File: config.mk
export PLATFORM = sky130hd
export DESIGN_NAME = e3_to_c2_serial_flat
export DESIGN_NICKNAME = d
export VERILOG_FILES = /design/src/rtl/e3_to_c2_serial_if.sv /design/src/rtl/e3_to_c2_serial.sv /design/src/flat_wrapper.sv
export SDC_FILE = /design/constraint.sdc
export NUM_CORES = 1
export LEC_CHECK = 0
export BUFFER_PORTS_ARGS = -buffer_cell sky130_fd_sc_hd__buf_4
export CAP_MARGIN = 15
export CORE_MARGIN = 5
export CORE_UTILIZATION = 50
export CTS_CLUSTER_SIZE = 16
export DETAILED_ROUTE_END_ITERATION = 7
export PLACE_DENSITY_LB_ADDON = 0.05
export SLEW_MARGIN = 20
export SYNTH_ARGS = -nofsm -noshare
export SYNTH_HDL_FRONTEND = slang
export SYNTH_SLANG_ARGS = --single-unit
File: constraint.sdc
create_clock -name clk -period 3.86 [get_ports clk]
set_input_delay 0.193 -clock clk [delete_from_list [all_inputs] [get_ports clk]]
set_output_delay 0.193 -clock clk [all_outputs]
set_load 0.01 [all_outputs]
File: src/rtl/e3_to_c2_serial_if.sv
// Handshake bundle for the serial E3-to-C2 decoder.
// Input side: in_valid/in_ready. Output side: out_valid/out_ready.
interface e3_to_c2_serial_if #(
  parameter int NDIG = 4,
  parameter int OW   = 11
);
  logic            in_valid;
  logic            in_ready;
  logic [4*NDIG-1:0] E3_in;
  logic            Sign_in;
  logic            out_valid;
  logic            out_ready;
  logic [OW-1:0]   C2_out;
  logic            err_digit;
  logic            err_range;

  modport master (
    output in_valid, E3_in, Sign_in, out_ready,
    input  in_ready, out_valid, C2_out,
    input  err_digit, err_range
  );

  modport slave (
    input  in_valid, E3_in, Sign_in, out_ready,
    output in_ready, out_valid, C2_out,
    output err_digit, err_range
  );
endinterface

File: src/rtl/e3_to_c2_serial.sv
// Serial excess-3 BCD to two's-complement decoder, MSD first.
// Define SAT_EN to saturate out-of-range results instead of zeroing.
module e3_to_c2_serial #(
  parameter int NDIG = 4,
  parameter int OW   = 11,
  parameter int AW   = 14
) (
  input logic clk,
  input logic rst_n,
  e3_to_c2_serial_if.slave bus
);

  localparam int CW = (NDIG > 1) ? $clog2(NDIG) : 1;
  localparam int SW = 4 * NDIG;
  localparam logic [CW-1:0] LAST = CW'(NDIG - 1);
  localparam logic [AW-1:0] LIM_P = AW'((2 ** (OW - 1)) - 1);
  localparam logic [OW-1:0] SAT_P = {1'b0, {(OW-1){1'b1}}};
  localparam logic [OW-1:0] SAT_N = {1'b1, {(OW-1){1'b0}}};

  typedef enum logic [1:0] {
    IDLE, CONV, FIX, DONE
  } state_t;

  state_t        state;
  logic [SW-1:0] shreg;
  logic          sign_q;
  logic [AW-1:0] acc;
  logic [CW-1:0] cnt;
  logic          err_digit_q;
  logic          in_ready_r;
  logic          out_valid_r;
  logic [OW-1:0] c2_r;
  logic          err_digit_r;
  logic          err_range_r;

  logic [3:0]    nib;
  logic          bad;
  logic [3:0]    dval;
  logic [AW-1:0] acc_nx;
  logic [AW-1:0] lim;
  logic          rng;
  logic [OW-1:0] c2_nx;

  assign nib  = shreg[SW-1 -: 4];
  assign bad  = (nib < 4'd3) || (nib > 4'd12);
  assign dval = bad ? 4'd0 : 4'(nib - 4'd3);
  assign acc_nx = (acc << 3) + (acc << 1)
                + {{(AW-4){1'b0}}, dval};
  assign lim = LIM_P + {{(AW-1){1'b0}}, sign_q};
  assign rng = !err_digit_q && (acc > lim);

  always_comb begin
    c2_nx = '0;
    if (err_digit_q) begin
      c2_nx = '0;
    end else if (rng) begin
`ifdef SAT_EN
      c2_nx = sign_q ? SAT_N : SAT_P;
`else
      c2_nx = '0;
`endif
    end else if (sign_q) begin
      c2_nx = -acc[OW-1:0];
    end else begin
      c2_nx = acc[OW-1:0];
    end
  end

  always_ff @(posedge clk or negedge rst_n) begin
    if (!rst_n) begin
      state       <= IDLE;
      shreg       <= '0;
      sign_q      <= 1'b0;
      acc         <= '0;
      cnt         <= '0;
      err_digit_q <= 1'b0;
      in_ready_r  <= 1'b1;
      out_valid_r <= 1'b0;
      c2_r        <= '0;
      err_digit_r <= 1'b0;
      err_range_r <= 1'b0;
    end else begin
      unique case (state)
        IDLE: begin
          if (bus.in_valid && in_ready_r) begin
            shreg       <= bus.E3_in;
            sign_q      <= bus.Sign_in;
            acc         <= '0;
            cnt         <= '0;
            err_digit_q <= 1'b0;
            err_digit_r <= 1'b0;
            err_range_r <= 1'b0;
            c2_r        <= '0;
            in_ready_r  <= 1'b0;
            state       <= CONV;
          end
        end
        CONV: begin
          acc   <= acc_nx;
          shreg <= shreg << 4;
          cnt   <= cnt + 1'b1;
          if (bad) err_digit_q <= 1'b1;
          if (cnt == LAST) state <= FIX;
        end
        FIX: begin
          err_digit_r <= err_digit_q;
          err_range_r <= rng;
          c2_r        <= c2_nx;
          out_valid_r <= 1'b1;
          state       <= DONE;
        end
        DONE: begin
          if (bus.out_ready) begin
            out_valid_r <= 1'b0;
            in_ready_r  <= 1'b1;
            state       <= IDLE;
          end
        end
        default: state <= IDLE;
      endcase
    end
  end

  assign bus.in_ready  = in_ready_r;
  assign bus.out_valid = out_valid_r;
  assign bus.C2_out    = c2_r;
  assign bus.err_digit = err_digit_r;
  assign bus.err_range = err_range_r;

endmodule
File: src/flat_wrapper.sv
// flat-port wrapper written by rule: the top's interface ports become plain ports
module e3_to_c2_serial_flat 
#(
  parameter int NDIG = 4,
  parameter int OW   = 11,
  parameter int AW   = 14
)
  (clk, rst_n, bus_in_valid, bus_E3_in, bus_Sign_in, bus_out_ready, bus_in_ready, bus_out_valid, bus_C2_out, bus_err_digit, bus_err_range);
  e3_to_c2_serial_if #(.NDIG(NDIG), .OW(OW)) bus_i ();
  input logic clk;
  input logic rst_n;
  input wire logic [$bits(bus_i.in_valid)-1:0] bus_in_valid;
  input wire logic [$bits(bus_i.E3_in)-1:0] bus_E3_in;
  input wire logic [$bits(bus_i.Sign_in)-1:0] bus_Sign_in;
  input wire logic [$bits(bus_i.out_ready)-1:0] bus_out_ready;
  output wire logic [$bits(bus_i.in_ready)-1:0] bus_in_ready;
  output wire logic [$bits(bus_i.out_valid)-1:0] bus_out_valid;
  output wire logic [$bits(bus_i.C2_out)-1:0] bus_C2_out;
  output wire logic [$bits(bus_i.err_digit)-1:0] bus_err_digit;
  output wire logic [$bits(bus_i.err_range)-1:0] bus_err_range;
  assign bus_i.in_valid = bus_in_valid;
  assign bus_i.E3_in = bus_E3_in;
  assign bus_i.Sign_in = bus_Sign_in;
  assign bus_i.out_ready = bus_out_ready;
  assign bus_in_ready = bus_i.in_ready;
  assign bus_out_valid = bus_i.out_valid;
  assign bus_C2_out = bus_i.C2_out;
  assign bus_err_digit = bus_i.err_digit;
  assign bus_err_range = bus_i.err_range;
  e3_to_c2_serial #(.NDIG(NDIG), .OW(OW), .AW(AW)) u_core (.clk(clk), .rst_n(rst_n), .bus(bus_i));
endmodule
==> metrics.cfg, run 1 <==
[clocking]
cts_buffers=5
htree_levels=2
insertion_delay_ns=0.31
cts.sinks=51
cts.clk_slew.worst_paths_ns=0.11
cts_root_buf=clkbuf_8
cts_tree=built
post-cts-setup-buffers=0
cts.path.max_buffers=2

[synth]
synth.area.top_cells=dfrtp_1 37%, ha_1 15%, nand2_1 5.9%, o21ai_0 5.6%, mux2i_1 3.8%
synth_edf_count=0
avgSynthCellArea_um2=9.429
syn-instance-count=362
ys_async_sr_fraction_pct=100.0
yosysUniqueCellTypes=51
yosysSeqAreaShare_pct=37.43
yosysTopAreaCell=dfrtp_1
synth.net_count=427
synth_common_cells=54 x nand2_1, 50 x dfrtp_1, 42 x ha_1
ys_warn_count=0
ys_ff_latch=51
synthFlopType=dfrtp_1
synth.most_common_cell=nand2_1
synth_top_area_share_pct=36.66
syn_area_um2=3413

[placement]
place.port_buffers=35
placed_cells=468
dpl.hpwl_um=5343
gp_congestion=0.8400

[global_route]
globalRouteOverflowTotal=0
track_usage_pct=17.93
grt_max_degree=52
grt_pass1_wl_um=12290
antenna_found_initial=0
grt_pass1_vias=2561

[run]
drv_cap=0

[drt]
ant_nets=0
vias=2627
firstDrtPassIters=4
drtIter0Drc=138
drc=0
wire_per_inst_um=15.02
via_per_inst=5.507
routed_wl_um=7166

[worst_setup_path]
cp-end-kind=flip-flop
crit_type=flip-flop to flip-flop
cp-startpoint=u_core.shreg[12]
r2r_start=u_core.shreg[12]
crit_required_ns=4.11
slowest_delay_ns=0.47
cp_cell_sequence=ha_1 -> or3_1 -> o21ai_0 -> nand2b_1 -> fa_1 -> fa_1 -> nor2b_1 -> o21ai_1 -> nand2b_1 -> a21oi_1 -> or4b_1 -> nand3_1
r2r_cells=12
cp.buffers_inverters=0
crit_fanout=5
critPathTopFamily=simple AND/OR/NAND/NOR gates
worstPathArrival_ns=3.63
start_kind=flip-flop
reg2reg_slack_ns=0.49
r2r_end=u_core.acc[12]
crit_slowest_cell=or4b_1

[sta]
skew_ns=0.008576
rsz0062_at_grt=no
tightest_slew_ns=0.9560
min_period_over_period_pct=87.42
hold_slack_ns=0.08873
min_period_ns=3.374
max_slew_margin_pct=36.27
setup_violations=0
final_max_slew_viol_count=0
hold_viol=0
fmax_mhz=296.4
tns_ns=0

[floorplanning]
die_w_um=92.62
pin_count=36
core.rowCount=30
die_area_um2=8578
die_y_um=92.62
start_util_pct=50.80
core_area_um2=6719

[final_layout]
final_core_utilization_pct=57.24
final_layout_size_suffix_gt1_share_pct=16.12
fillCellCount=603
layout.cells.non_filler=477
area.growth.synth_to_final_pct=12.68
antenna-diode-count=0
fin_nets=461

[power_and_ir_drop]
power.density_nw_per_um2=898.3
power_mw=3.455
ir_drop_uv=357.9
leakagePower_nw=1.856

[min_path]
min_from=bus_Sign_in
hold-path-endpoint=u_core.sign_q
min_delay_path_depth=3
worstHoldPathType=input port to flip-flop

[status]
status=finished clean

power by group:
part / total [mW] / switching [mW] / internal (mW)
Sequential: 1.04 / 0.268 / 0.769
Combinational: 2.02 / 1.15 / 0.878
Clock: 0.394 / 0.198 / 0.196
Total: 3.46 / 1.61 / 1.84
metal layers:
metal	up-vias	track usage, %	routed length, um
met5	-	0	0
met4	0	4.518	54
met3	4	3.656	249
met2	39	28.10	3325
met1	1236	25.43	3537
li1	1348	-	-
cell families (layout without fill, tap and decap cells):
kind of cell               after synthesis  in the layout  synth area share [%]
muxes                                   13             13                 3.812
adders and majority gates               44             44                 16.57
buffers and inverters                   33             68                 4.582
xor gates and xnor gates                18             18                 4.619
DFF                                     51             51                 37.43
and+or+nand+nor                        100            100                 13.12
AOI/OAI and AO/OA                      103            103                 19.87
layout make-up:
type / instances / area (um^2) / share of cell area, %
multi-input cells: 278 / 1983 / 51.56
flip-flops and latches: 51 / 1277 / 33.21
repair buffers: 38 / 287.8 / 7.482
well taps: 80 / 100.1 / 2.602
inverters: 22 / 82.58 / 2.147
clock buffers: 5 / 68.82 / 1.789
clock inverters: 3 / 46.29 / 1.204
sequential cells by signal, summed over array words and instances, names as in the netlist:
register	count
u_core.acc	14
u_core.bus.C2_out	11
u_core.bus.err_digit	1
u_core.bus.err_range	1
u_core.bus.in_ready	1
u_core.bus.out_valid	1
u_core.cnt	2
u_core.err_digit_q	1
u_core.shreg	16
u_core.sign_q	1
u_core.state	2
metrics by stage:
| stage | area, um^2 | worst slack, ns |
|---|---|---|
| after floorplan | 3413 | 0.7573 |
| after global placement | 3721 | 0.5714 |
| after detailed placement | 3721 | 0.5237 |
| after CTS | 3846 | 0.4827 |
| after global routing | 3846 | 0.1220 |
| final | 3846 | 0.4857 |
tightest hold or removal path: stages:
cell     delay [ns]
buf_4          0.08
nand2_1        0.03
o21ai_0        0.06
cell usage in the layout (no fill, tap or decap), types with 2 or more instances in the layout:
cell and count:
dfrtp_1 50, nand2_1 54, or3_1 2, a21oi_2 2, nand3_1 7, xnor2_1 8, a21oi_1 13, o31ai_1 3
o41ai_1 3, a211oi_1 4, inv_1 21, o31ai_2 2, nor2b_1 2, mux2i_1 13, xor2_1 10, o21a_1 2
nand2b_1 2, nor3_1 3, a22oi_1 4, fa_1 2, a32o_1 3, o21ai_1 5, a31oi_1 3, nor2_1 18
o21ai_2 9, nand4_1 2, a21o_1 4, o21ai_0 38, clkbuf_8 5, buf_4 37, ha_1 42, nand3b_1 3
how the worst max path moves through the flow:
stage / end / slack [ns] / cells after the start
floorplan: u_core.acc[12] / 0.76 / 12
global placement: u_core.acc[11] / 0.57 / 13
detailed placement: u_core.acc[12] / 0.52 / 12
CTS: u_core.acc[12] / 0.48 / 12
global route: u_core.acc[11] / 0.12 / 13
finish: u_core.acc[12] / 0.49 / 12
repair_timing:
item,4_1_cts,5_1_grt
hold endpoints to repair,50,0
hold buffers,1,0
resized for setup,0,0
(Power assumes the default switching activity.)
==> run 2, diff against run 1 <==
- clock period: 3.86 -> 3 ns (I/O delays scaled with it)
==> run 2 against run 1 <==
  * Die area is the same
  * Setup slack lost 0.56 ns
  * Critical endpoint is now u_core.acc[10]
  * Sequential power grew 26%
  * Clock power grew 27%
  * The run now ends with negative setup slack left
  * Global-route usage grew 0.70 points
  * Critical path depth is the same
  * Routed wire length grew 5.0%
  * Via count grew 4.0%
==> metrics.cfg, run 2 (synthesized netlist as in run 1, its figures left out) <==
[status]
status=complete, but fails checks
failed_checks=negative setup slack

[clocking]
cts.sinks=51
cts.clk_slew.worst_paths_ns=0.11
htree_levels=2
cts_root_buf=clkbuf_8
cts.path.max_buffers=2
cts_tree=built
insertion_delay_ns=0.31
cts_buffers=5

[run]
drv_cap=0

[final_layout]
final_cell_mix=54 x nand2_1, 54 x buf_4, 50 x dfrtp_1
antenna-diode-count=0
fillCellCount=602
seqCellArea_um2=1277
final_core_utilization_pct=60.50
area.growth.synth_to_final_pct=19.10
regMostFlops=u_core.shreg
largest_reg_flops=16
final_layout_size_suffix_gt1_share_pct=23.43
fin_nets=478
multi_input_area_um2=2074
final_cell_area_um2=4065

[drt]
vias=2731
wire_per_inst_um=15.24
via_per_inst=5.528
ant_nets=0
drtIter0Drc=113
drc=0
routed_wl_um=7527
firstDrtPassIters=5

[sta]
tightest_slew_ns=0.9235
fmax_mhz=325.7
skew_ns=0.01886
rsz0062_at_grt=yes
min_period_ns=3.070
max_slew_margin_pct=38.43
setup_violations=3
hold_viol=0
fin_ws_ns=-0.07000
min_period_over_period_pct=102.3
final_max_slew_viol_count=0

[global_route]
track_usage_pct=18.63
grt_use_met1_pct=26.33
antenna_found_initial=0
met3_usage_pct=3.493
globalRouteOverflowTotal=0
grt_max_degree=52
grt_pass1_wl_um=12950
grtUsageMet2_pct=29.31
grt_pass1_vias=2726
grt-busiest-layer=met2

[min_path]
min_delay_path_depth=3
min_from=bus_Sign_in
hold-path-endpoint=u_core.sign_q
worstHoldPathType=input port to flip-flop

[placement]
place.port_buffers=35
dpl.hpwl_um=5599
placed_cell_area_um2=3805
gp_congestion=0.8330

[floorplanning]
pin_count=36
start_util_pct=50.80
die_y_um=92.62
die_w_um=92.62
core_area_um2=6719
core.rowCount=30
die_area_um2=8578

[power_and_ir_drop]
leakagePower_nw=1.956
intPower_mw=2.601
power.density_nw_per_um2=1193
p_seq_share_pct=27.0
power_frac_clock_pct=10.3
power_frac_comb_pct=62.7
p_switching_mw=2.250
switching_share_pct=46.38
ir_drop_uv=451.7

[worst_setup_path]
crit_type=flip-flop to flip-flop
r2r_cells=12
reg2reg_slack_ns=-0.07
cp-end-kind=flip-flop
r2r_start=u_core.shreg[13]
worstPathArrival_ns=3.31
crit_required_ns=3.24
crit_fanout=3
start_kind=flip-flop
r2r_end=u_core.acc[10]

-- run 2: worst max-delay path by stage --
| stage | startpoint | end | slack (ns) |
|---|---|---|---|
| after floorplan | u_core.shreg[12] | u_core.acc[12] | 0.007 |
| after global placement | u_core.shreg[12] | u_core.acc[11] | -0.04 |
| after detailed placement | u_core.shreg[13] | u_core.acc[10] | -0.14 |
| after CTS | u_core.shreg[13] | u_core.acc[10] | -0.09 |
| after global routing | u_core.shreg[13] | u_core.acc[10] | -0.22 |
| final | u_core.shreg[13] | u_core.acc[10] | -0.07 |
-- run 2: cell type report --
| cell class | count | share of cell area (%) |
|---|---|---|
| Inverter | 22 | 2.031 |
| Clock inverter | 3 | 1.139 |
| Tap cell | 80 | 2.462 |
| Multi-Input combinational cell | 278 | 51.03 |
| Clock buffer | 5 | 1.693 |
| Timing Repair Buffer | 55 | 10.22 |
| Sequential cell | 51 | 31.43 |
-- run 2: per-layer routing --
metal	vias up	wire, um	share of wire (%)
met4	0	87	1.2
met1	1280	3735	50
met2	48	3405	45
li1	1397	-	-
met5	-	0	0
met3	6	298	4.0
-- run 2: critical path, stage by stage (launching register included) --
cell	delay, ns
dfrtp_1	0.42
ha_2	0.19
or3_1	0.32
o21ai_2	0.08
nand2b_4	0.14
fa_2	0.46
fa_2	0.41
nor2b_2	0.13
o21ai_1	0.06
nand2b_1	0.17
a31oi_4	0.11
or4_1	0.42
nand3_1	0.10
-- run 2: power by group through the flow --
| stage | logic, mW | registers [mW] | clock network, mW |
|---|---|---|---|
| 3_3_place_gp | 2.74 | 1.31 | 0 |
| 6_report | 3.04 | 1.31 | 0.500 |
| 2_1_floorplan | 2.09 | 1.28 | 0 |
| 5_1_grt | 3.48 | 1.36 | 0.548 |
| 3_5_place_dp | 2.80 | 1.33 | 0 |
| 4_1_cts | 2.89 | 1.31 | 0.512 |
-- run 2: timing repair --
action	in CTS	in global routing
pin swaps	1	4
endpoints found under the hold margin	50	0
setup endpoints to repair	6	8
setup buffers	4	4
gates cloned	0	0
gates resized for setup	4	15
hold buffers	1	0
-- run 2: through the flow --
step | hold WS [ns] | setup slack (ns) | total power, mW | TNS (ns) | instances
after floorplan | -0.1456 | 0.007454 | 3.367 | 0 | 362
after global placement | 0.2297 | -0.03550 | 4.056 | -0.1596 | 477
after detailed placement | 0.2313 | -0.1369 | 4.125 | -0.4275 | 477
after CTS | 0.05162 | -0.09069 | 4.713 | -0.3731 | 490
after global routing | 0.06294 | -0.2218 | 5.383 | -1.052 | 494
final | 0.05407 | -0.07000 | 4.851 | -0.1495 | 494
